===== src/rtl/uart_tx_fifo_drain.sv =====
// UART transmit serializer that drains an upstream TX FIFO.
// Pops a byte whenever the line is idle and frames it as start, data LSB-first, optional parity, stop.
module uart_tx_fifo_drain #(
  parameter int unsigned DATA_WIDTH   = 8,
  parameter int unsigned CLKS_PER_BIT = 868,
  parameter int unsigned PARITY_EN    = 0,
  parameter int unsigned PARITY_ODD   = 0
) (
  input  logic                  clk,
  input  logic                  rst,
  input  logic                  fifo_empty,
  input  logic [DATA_WIDTH-1:0] fifo_data,
  output logic                  fifo_rd,
  output logic                  tx,
  output logic                  busy,
  output logic                  tx_done
);

  localparam int unsigned BAUD_W = (CLKS_PER_BIT > 1) ? $clog2(CLKS_PER_BIT) : 1;
  localparam int unsigned BIT_W  = (DATA_WIDTH > 1) ? $clog2(DATA_WIDTH) : 1;
  localparam logic [BAUD_W-1:0] BAUD_LAST = BAUD_W'(CLKS_PER_BIT - 1);
  localparam logic [BIT_W-1:0]  BIT_LAST  = BIT_W'(DATA_WIDTH - 1);

  localparam logic [2:0] S_IDLE   = 3'd0;
  localparam logic [2:0] S_FETCH  = 3'd1;
  localparam logic [2:0] S_LOAD   = 3'd2;
  localparam logic [2:0] S_START  = 3'd3;
  localparam logic [2:0] S_DATA   = 3'd4;
  localparam logic [2:0] S_PARITY = 3'd5;
  localparam logic [2:0] S_STOP   = 3'd6;

  logic [2:0]            state_q, state_d;
  logic [BAUD_W-1:0]     baud_q, baud_d;
  logic [BIT_W-1:0]      bit_q, bit_d;
  logic [DATA_WIDTH-1:0] shift_q, shift_d;
  logic                  parity_q, parity_d;
  logic                  tx_q, tx_d;
  logic                  fifo_rd_q, fifo_rd_d;
  logic                  busy_q, busy_d;
  logic                  tx_done_q, tx_done_d;
  logic                  bit_end;

  // Last clock of the current bit period
  assign bit_end = (baud_q == BAUD_LAST);

  // Next-state and registered-output logic
  always_comb begin
    state_d   = state_q;
    baud_d    = baud_q;
    bit_d     = bit_q;
    shift_d   = shift_q;
    parity_d  = parity_q;
    tx_d      = tx_q;
    fifo_rd_d = 1'b0;
    busy_d    = busy_q;
    tx_done_d = 1'b0;
    case (state_q)
      S_IDLE: begin
        tx_d   = 1'b1;
        baud_d = '0;
        bit_d  = '0;
        if (!fifo_empty) begin
          fifo_rd_d = 1'b1;
          busy_d    = 1'b1;
          state_d   = S_FETCH;
        end
      end
      S_FETCH: begin
        state_d = S_LOAD;
      end
      S_LOAD: begin
        shift_d  = fifo_data;
        parity_d = (^fifo_data) ^ (PARITY_ODD != 0);
        tx_d     = 1'b0;
        baud_d   = '0;
        state_d  = S_START;
      end
      S_START: begin
        baud_d = baud_q + 1'b1;
        if (bit_end) begin
          baud_d  = '0;
          bit_d   = '0;
          tx_d    = shift_q[0];
          state_d = S_DATA;
        end
      end
      S_DATA: begin
        baud_d = baud_q + 1'b1;
        if (bit_end) begin
          baud_d = '0;
          if (bit_q == BIT_LAST) begin
            if (PARITY_EN != 0) begin
              tx_d    = parity_q;
              state_d = S_PARITY;
            end else begin
              tx_d    = 1'b1;
              state_d = S_STOP;
            end
          end else begin
            bit_d   = bit_q + 1'b1;
            shift_d = shift_q >> 1;
            tx_d    = shift_d[0];
          end
        end
      end
      S_PARITY: begin
        baud_d = baud_q + 1'b1;
        if (bit_end) begin
          baud_d  = '0;
          tx_d    = 1'b1;
          state_d = S_STOP;
        end
      end
      S_STOP: begin
        baud_d = baud_q + 1'b1;
        if (bit_end) begin
          // Chain straight into the next byte when the FIFO still has data
          baud_d    = '0;
          tx_done_d = 1'b1;
          if (!fifo_empty) begin
            fifo_rd_d = 1'b1;
            state_d   = S_FETCH;
          end else begin
            busy_d  = 1'b0;
            state_d = S_IDLE;
          end
        end
      end
      default: begin
        tx_d    = 1'b1;
        busy_d  = 1'b0;
        state_d = S_IDLE;
      end
    endcase
  end

  // State and output registers
  always_ff @(posedge clk) begin
    if (!rst) begin
      state_q   <= S_IDLE;
      baud_q    <= '0;
      bit_q     <= '0;
      shift_q   <= '0;
      parity_q  <= 1'b0;
      tx_q      <= 1'b1;
      fifo_rd_q <= 1'b0;
      busy_q    <= 1'b0;
      tx_done_q <= 1'b0;
    end else begin
      state_q   <= state_d;
      baud_q    <= baud_d;
      bit_q     <= bit_d;
      shift_q   <= shift_d;
      parity_q  <= parity_d;
      tx_q      <= tx_d;
      fifo_rd_q <= fifo_rd_d;
      busy_q    <= busy_d;
      tx_done_q <= tx_done_d;
    end
  end

  assign fifo_rd = fifo_rd_q;
  assign tx      = tx_q;
  assign busy    = busy_q;
  assign tx_done = tx_done_q;

endmodule


===== config.mk =====
export PLATFORM = sky130hd
export DESIGN_NAME = uart_tx_fifo_drain
export DESIGN_NICKNAME = d
export VERILOG_FILES = /design/src/rtl/uart_tx_fifo_drain.sv
export SDC_FILE = /design/constraint.sdc
export NUM_CORES = 1
export LEC_CHECK = 0
export ABC_AREA = 1
export BUFFER_PORTS_ARGS = -buffer_cell sky130_fd_sc_hd__buf_4
export CORE_ASPECT_RATIO = 0.9
export CORE_MARGIN = 2
export CORE_UTILIZATION = 45
export CTS_BUF_LIST = sky130_fd_sc_hd__clkbuf_2 sky130_fd_sc_hd__clkbuf_4 sky130_fd_sc_hd__clkbuf_8
export DETAILED_ROUTE_END_ITERATION = 10
export GPL_TIMING_DRIVEN = 0
export PLACE_DENSITY = 0.66
export REMOVE_ABC_BUFFERS = 1
export SLEW_MARGIN = 40
export SYNTH_ARGS = -nofsm -noshare
export SYNTH_HDL_FRONTEND = slang
export SYNTH_SLANG_ARGS = --single-unit

===== constraint.sdc =====
create_clock -name clk -period 3.8 [get_ports clk]
set_input_delay 0.19 -clock clk [delete_from_list [all_inputs] [get_ports clk]]
set_output_delay 0.19 -clock clk [all_outputs]
set_load 0.1 [all_outputs]

==> results.md <==
- The final worst slack is 2.117 ns.
- STA classifies the critical path startpoint as a flop.
- The critical path goes through nor2_1, nand2_1, nand2_1, nand2_1, nand2_2, o21ai_0, nor2_1.
- Internal power comes to roughly 0.71 mW.
- The count of endpoints failing hold in the final timing report is 0.
- Sequential cells were found to cover 32.46% of the synthesized design area.
- Summed over its instances, the top area cell type makes up 32.46% of the synthesized netlist area.
- The all-layer global routing usage is approximately 18%.
- At the placement stage, the worst setup path has a slack of 2.158 ns.
- In this run the critical register-to-register path is captured at bit_q[0]$_SDFFE_PN0P_.
- The post-route fraction of the period consumed by the critical path is 44.29%.
- The congestion estimate from routability-driven global placement came to 0.8167.
- CTS saw 28 sinks.
- Summing over every cut layer, the via total after detailed routing is 1504.
- The detail route stage leaves a number of antenna-violating nets equal to 0.
- The antenna cell count is 0.
- The relative slew slack is 62.64%.
- Post-CTS repair changed the size of 0 cells.
- STA classifies the critical path endpoint as a flop.
- In this run the count of I/O pins placed on the die edge is 15.
- The classification of the worst setup path is flop to flop.
- The area growth from synthesis to layout is 10.51%.
- The minimum period implied by the final worst setup slack is 1.683 ns.
- The number of synthesized register bits is 28.
- The data required time of the worst path is a little under 4 ns.
- Per report_power, the clock group accounts for 13.1% of the total.
- Of the total power, the share spent switching nets is about half.
- The ratio of total power to cell area is 741.7 nW/um^2.
- The highest clock rate is 594.2 MHz.
- The TritonCTS clock tree is yes.
- The post-layout net count is between 200 and 300.
- The count of buffers added on input and output ports is 14.
- The final setup violation count is 0.
- The first-pass GRT wire length is around 6300 um.
- TritonCTS created 3 clock buffers.
- Counting cells, the worst reg-to-reg path comes to 7.
- Clock-pin slew was measured on the worst setup and hold paths at about 0.1 ns.
- For this configuration, the core starts out at a cell density of a little under half.
- The origin of the critical flop-to-flop path is state_q[1]$_SDFFE_PN0P_.
- The reg-to-reg setup timing slack is 2.12 ns.
- The mean number of vias per cell is 4.931.
- A synthesized cell averages 7.019 sq um.
- The number of buffers inserted to repair setup after CTS is 0.
- The total overflow left after global routing is 0.
- The die covers about 4300 sq um.
- The floorplan die height is 62.77 um.
- In the final layout, the share of cells above drive strength 1 is 21.62%.
- Summed over all failing endpoints, the final setup total negative slack is 0 ns.
- For the worst setup path, the data arrival time is about 1.9 ns.
- The remaining design rule violation count is 0.
- The static power due to leakage is about 0.83 nW.
- The number of flops mapped to enable cells by yosys is 0.
- The flow ran to the end, and the final reports show no timing, DRC or antenna violations.
- The number of buffers on the longest clock path is 2.
- The worst-path maximum fanout is 12.
- The CTS H-tree depth is 1.
- The worst hold path passes through 2 cells.
- The floorplan step set the die width to slightly below 70 um.
- The number of global-route vias before repair is around 1400.
- In the post-synthesis netlist, the biggest area contributors are dfxtp_1 (32%), nand2_1 (16%), nand3_1 (7.2%), nor2_1 (5.4%), nand2_4 (4.6%).
- Including well taps, the total number of placed cells is about 300.
- The largest individual stage delay along the critical path comes from the cell dfxtp_1.
- The number of antenna violations at the first check in global routing is 0.
- The transition time of the tightest slew-check pin is approximately 0.56 ns.
- Counting flops with an async set or reset pin after synthesis yields a share of 0%.
- The floorplan has 21 rows.
- The final hold slack is 0.1798 ns.
- The number of standard cells in the layout, taps in and fillers out is 305.
- After detailed routing, the average wire length per cell comes to around 11 um.
- Across the routed clock network, the largest skew measured is 0.005937 ns.
- IR analysis of the VDD net gives a maximum drop of ~0.25 mV.
- The number of warnings printed during yosys synthesis is 0.
- The post-synthesis cell type with the largest combined area is dfxtp_1.
- For the worst-skew pair, the clock arrives at the later sink with an insertion delay of roughly 0.28 ns.
- The number of standard cells after synthesis is between 200 and 250.
- The cell area after technology mapping is around 1700 sq um.
- For this run, the slowest stage of the critical path takes 0.64 ns.
- Setup repair after global routing left no endpoint under its margin.
- The main flop type after synthesis is dfxtp_1.
- The most numerous cell type found on the critical path is nand2_1.
- The HPWL after detailed placement is between 2000 and 3000 um.
- The worst min-delay path startpoint is rst.
- The reported max-cap violation count is 0.
- Per report_power, the sequential group accounts for 30.7% of the total.
- The filler cells instantiated in the layout total between 300 and 400.
- The capture endpoint of the worst hold path is tx$_SDFFE_PN1P_.
- In this run the worst hold path is classified as primary input to flop.
- The post-detailed-routing wire length is 3406 um.
- Entering global routing, the biggest net connects 18 pins.
- The net switching power figure is between 0.7 and 0.8 mW.
- The final max-slew violation count is 0.
- The starting DRC count in detailed routing is 101.
- The first TritonRoute pass finished after 4 iterations.
- Buffers inserted to repair hold after CTS numbered 0.
- The clock tree root buffer cell is clkbuf_8.
- The placeable core region is 3705 sq um.
- The portion of total power attributed to combinational logic is 56.1%.
- The number of distinct library cell variants in the gate-level netlist after synthesis is 32.
placed cells by master, fill, tap and decap left out, types with 4 or more instances in the layout:
cell	count
nor2_1	25
a21oi_1	14
nand2_1	73
nand2_4	7
o21ai_0	6
nand3_1	25
buf_4	14
a21oi_2	6
nand3_2	4
inv_2	6
nor3_1	4
inv_1	16
dfxtp_1	28
clkbuf_8	4
through the flow:
step	utilization [%]	instance area, sq um	power [mW]
finish	51.50	1908	1.415
floorplan	-	1690	1.083
detailed placement	50.02	1853	1.235
CTS	51.50	1908	1.426
global route	51.50	1908	1.561
global placement	50.02	1853	1.233
power groups by stage:
stage | sequential (mW) | combinational [mW] | clock [mW]
final | 0.434 | 0.795 | 0.186
after global routing | 0.446 | 0.907 | 0.208
after detailed placement | 0.440 | 0.795 | 0
after floorplan | 0.490 | 0.594 | 0
after CTS | 0.434 | 0.798 | 0.194
after global placement | 0.440 | 0.793 | 0
logic make-up (layout without fill, tap and decap cells):
| group | Yosys count | after routing | synth area share, % |
|---|---|---|---|
| buf+inv | 30 | 43 | 8.333 |
| compound gates | 32 | 32 | 11.45 |
| fa+ha+maj | 3 | 3 | 2.174 |
| flops | 28 | 28 | 32.46 |
| simple gates | 153 | 153 | 45.58 |
area by class of cell:
class | count | area (sq um) | share of cell area, %
inverters | 25 | 107.6 | 5.639
multi-input cells | 188 | 1022 | 53.57
clock buffers | 4 | 55.05 | 2.885
repair buffers | 14 | 105.1 | 5.508
flip-flops and latches | 28 | 560.5 | 29.38
well taps | 46 | 57.56 | 3.016
worst max path at each step:
| stage | endpoint | cells after the start | from | slack [ns] |
|---|---|---|---|---|
| 6_report | bit_q[0]$_SDFFE_PN0P_ | 7 | state_q[1]$_SDFFE_PN0P_ | 2.12 |
| 5_1_grt | bit_q[0]$_SDFFE_PN0P_ | 7 | state_q[1]$_SDFFE_PN0P_ | 1.93 |
| 4_1_cts | bit_q[0]$_SDFFE_PN0P_ | 7 | state_q[1]$_SDFFE_PN0P_ | 2.14 |
| 3_5_place_dp | bit_q[0]$_SDFFE_PN0P_ | 7 | state_q[1]$_SDFFE_PN0P_ | 2.16 |
| 3_3_place_gp | bit_q[0]$_SDFFE_PN0P_ | 7 | state_q[1]$_SDFFE_PN0P_ | 2.17 |
| 2_1_floorplan | bit_q[0]$_SDFFE_PN0P_ | 7 | state_q[1]$_SDFFE_PN0P_ | 2.40 |
registers in the layout, indices dropped and copies added (netlist names):
signal,flops
baud_q,10
shift_q,8
bit_q,3
state_q,3
busy,1
fifo_rd,1
tx,1
tx_done,1
cell usage after synthesis (3+ instances only):
cell type / instances
a21oi_1: 14
a21oi_2: 6
dfxtp_1: 28
ha_1: 3
inv_1: 16
inv_2: 6
nand2_1: 73
nand2_2: 3
nand2_4: 7
nand3_1: 25
nand3_2: 4
nor2_1: 25
nor3_1: 4
o21ai_0: 6
per-layer routing:
metal  up-vias  wire length [um]  track usage, %
li1        819                 -               -
met1       653              1811           25.95
met2        27              1417           25.84
met3         5               140           3.710
met4         0                36           4.412
met5         -                 0               0
critical path, delay by kind of cell, from the launching register on:
kind | cells | cell delay (ns)
flip-flops | 1 | 0.64
AND/OR/NAND/NOR | 6 | 0.77
AO/OA/AOI/OAI | 1 | 0.17
Note: power is estimated with default switching activity, not from simulation.
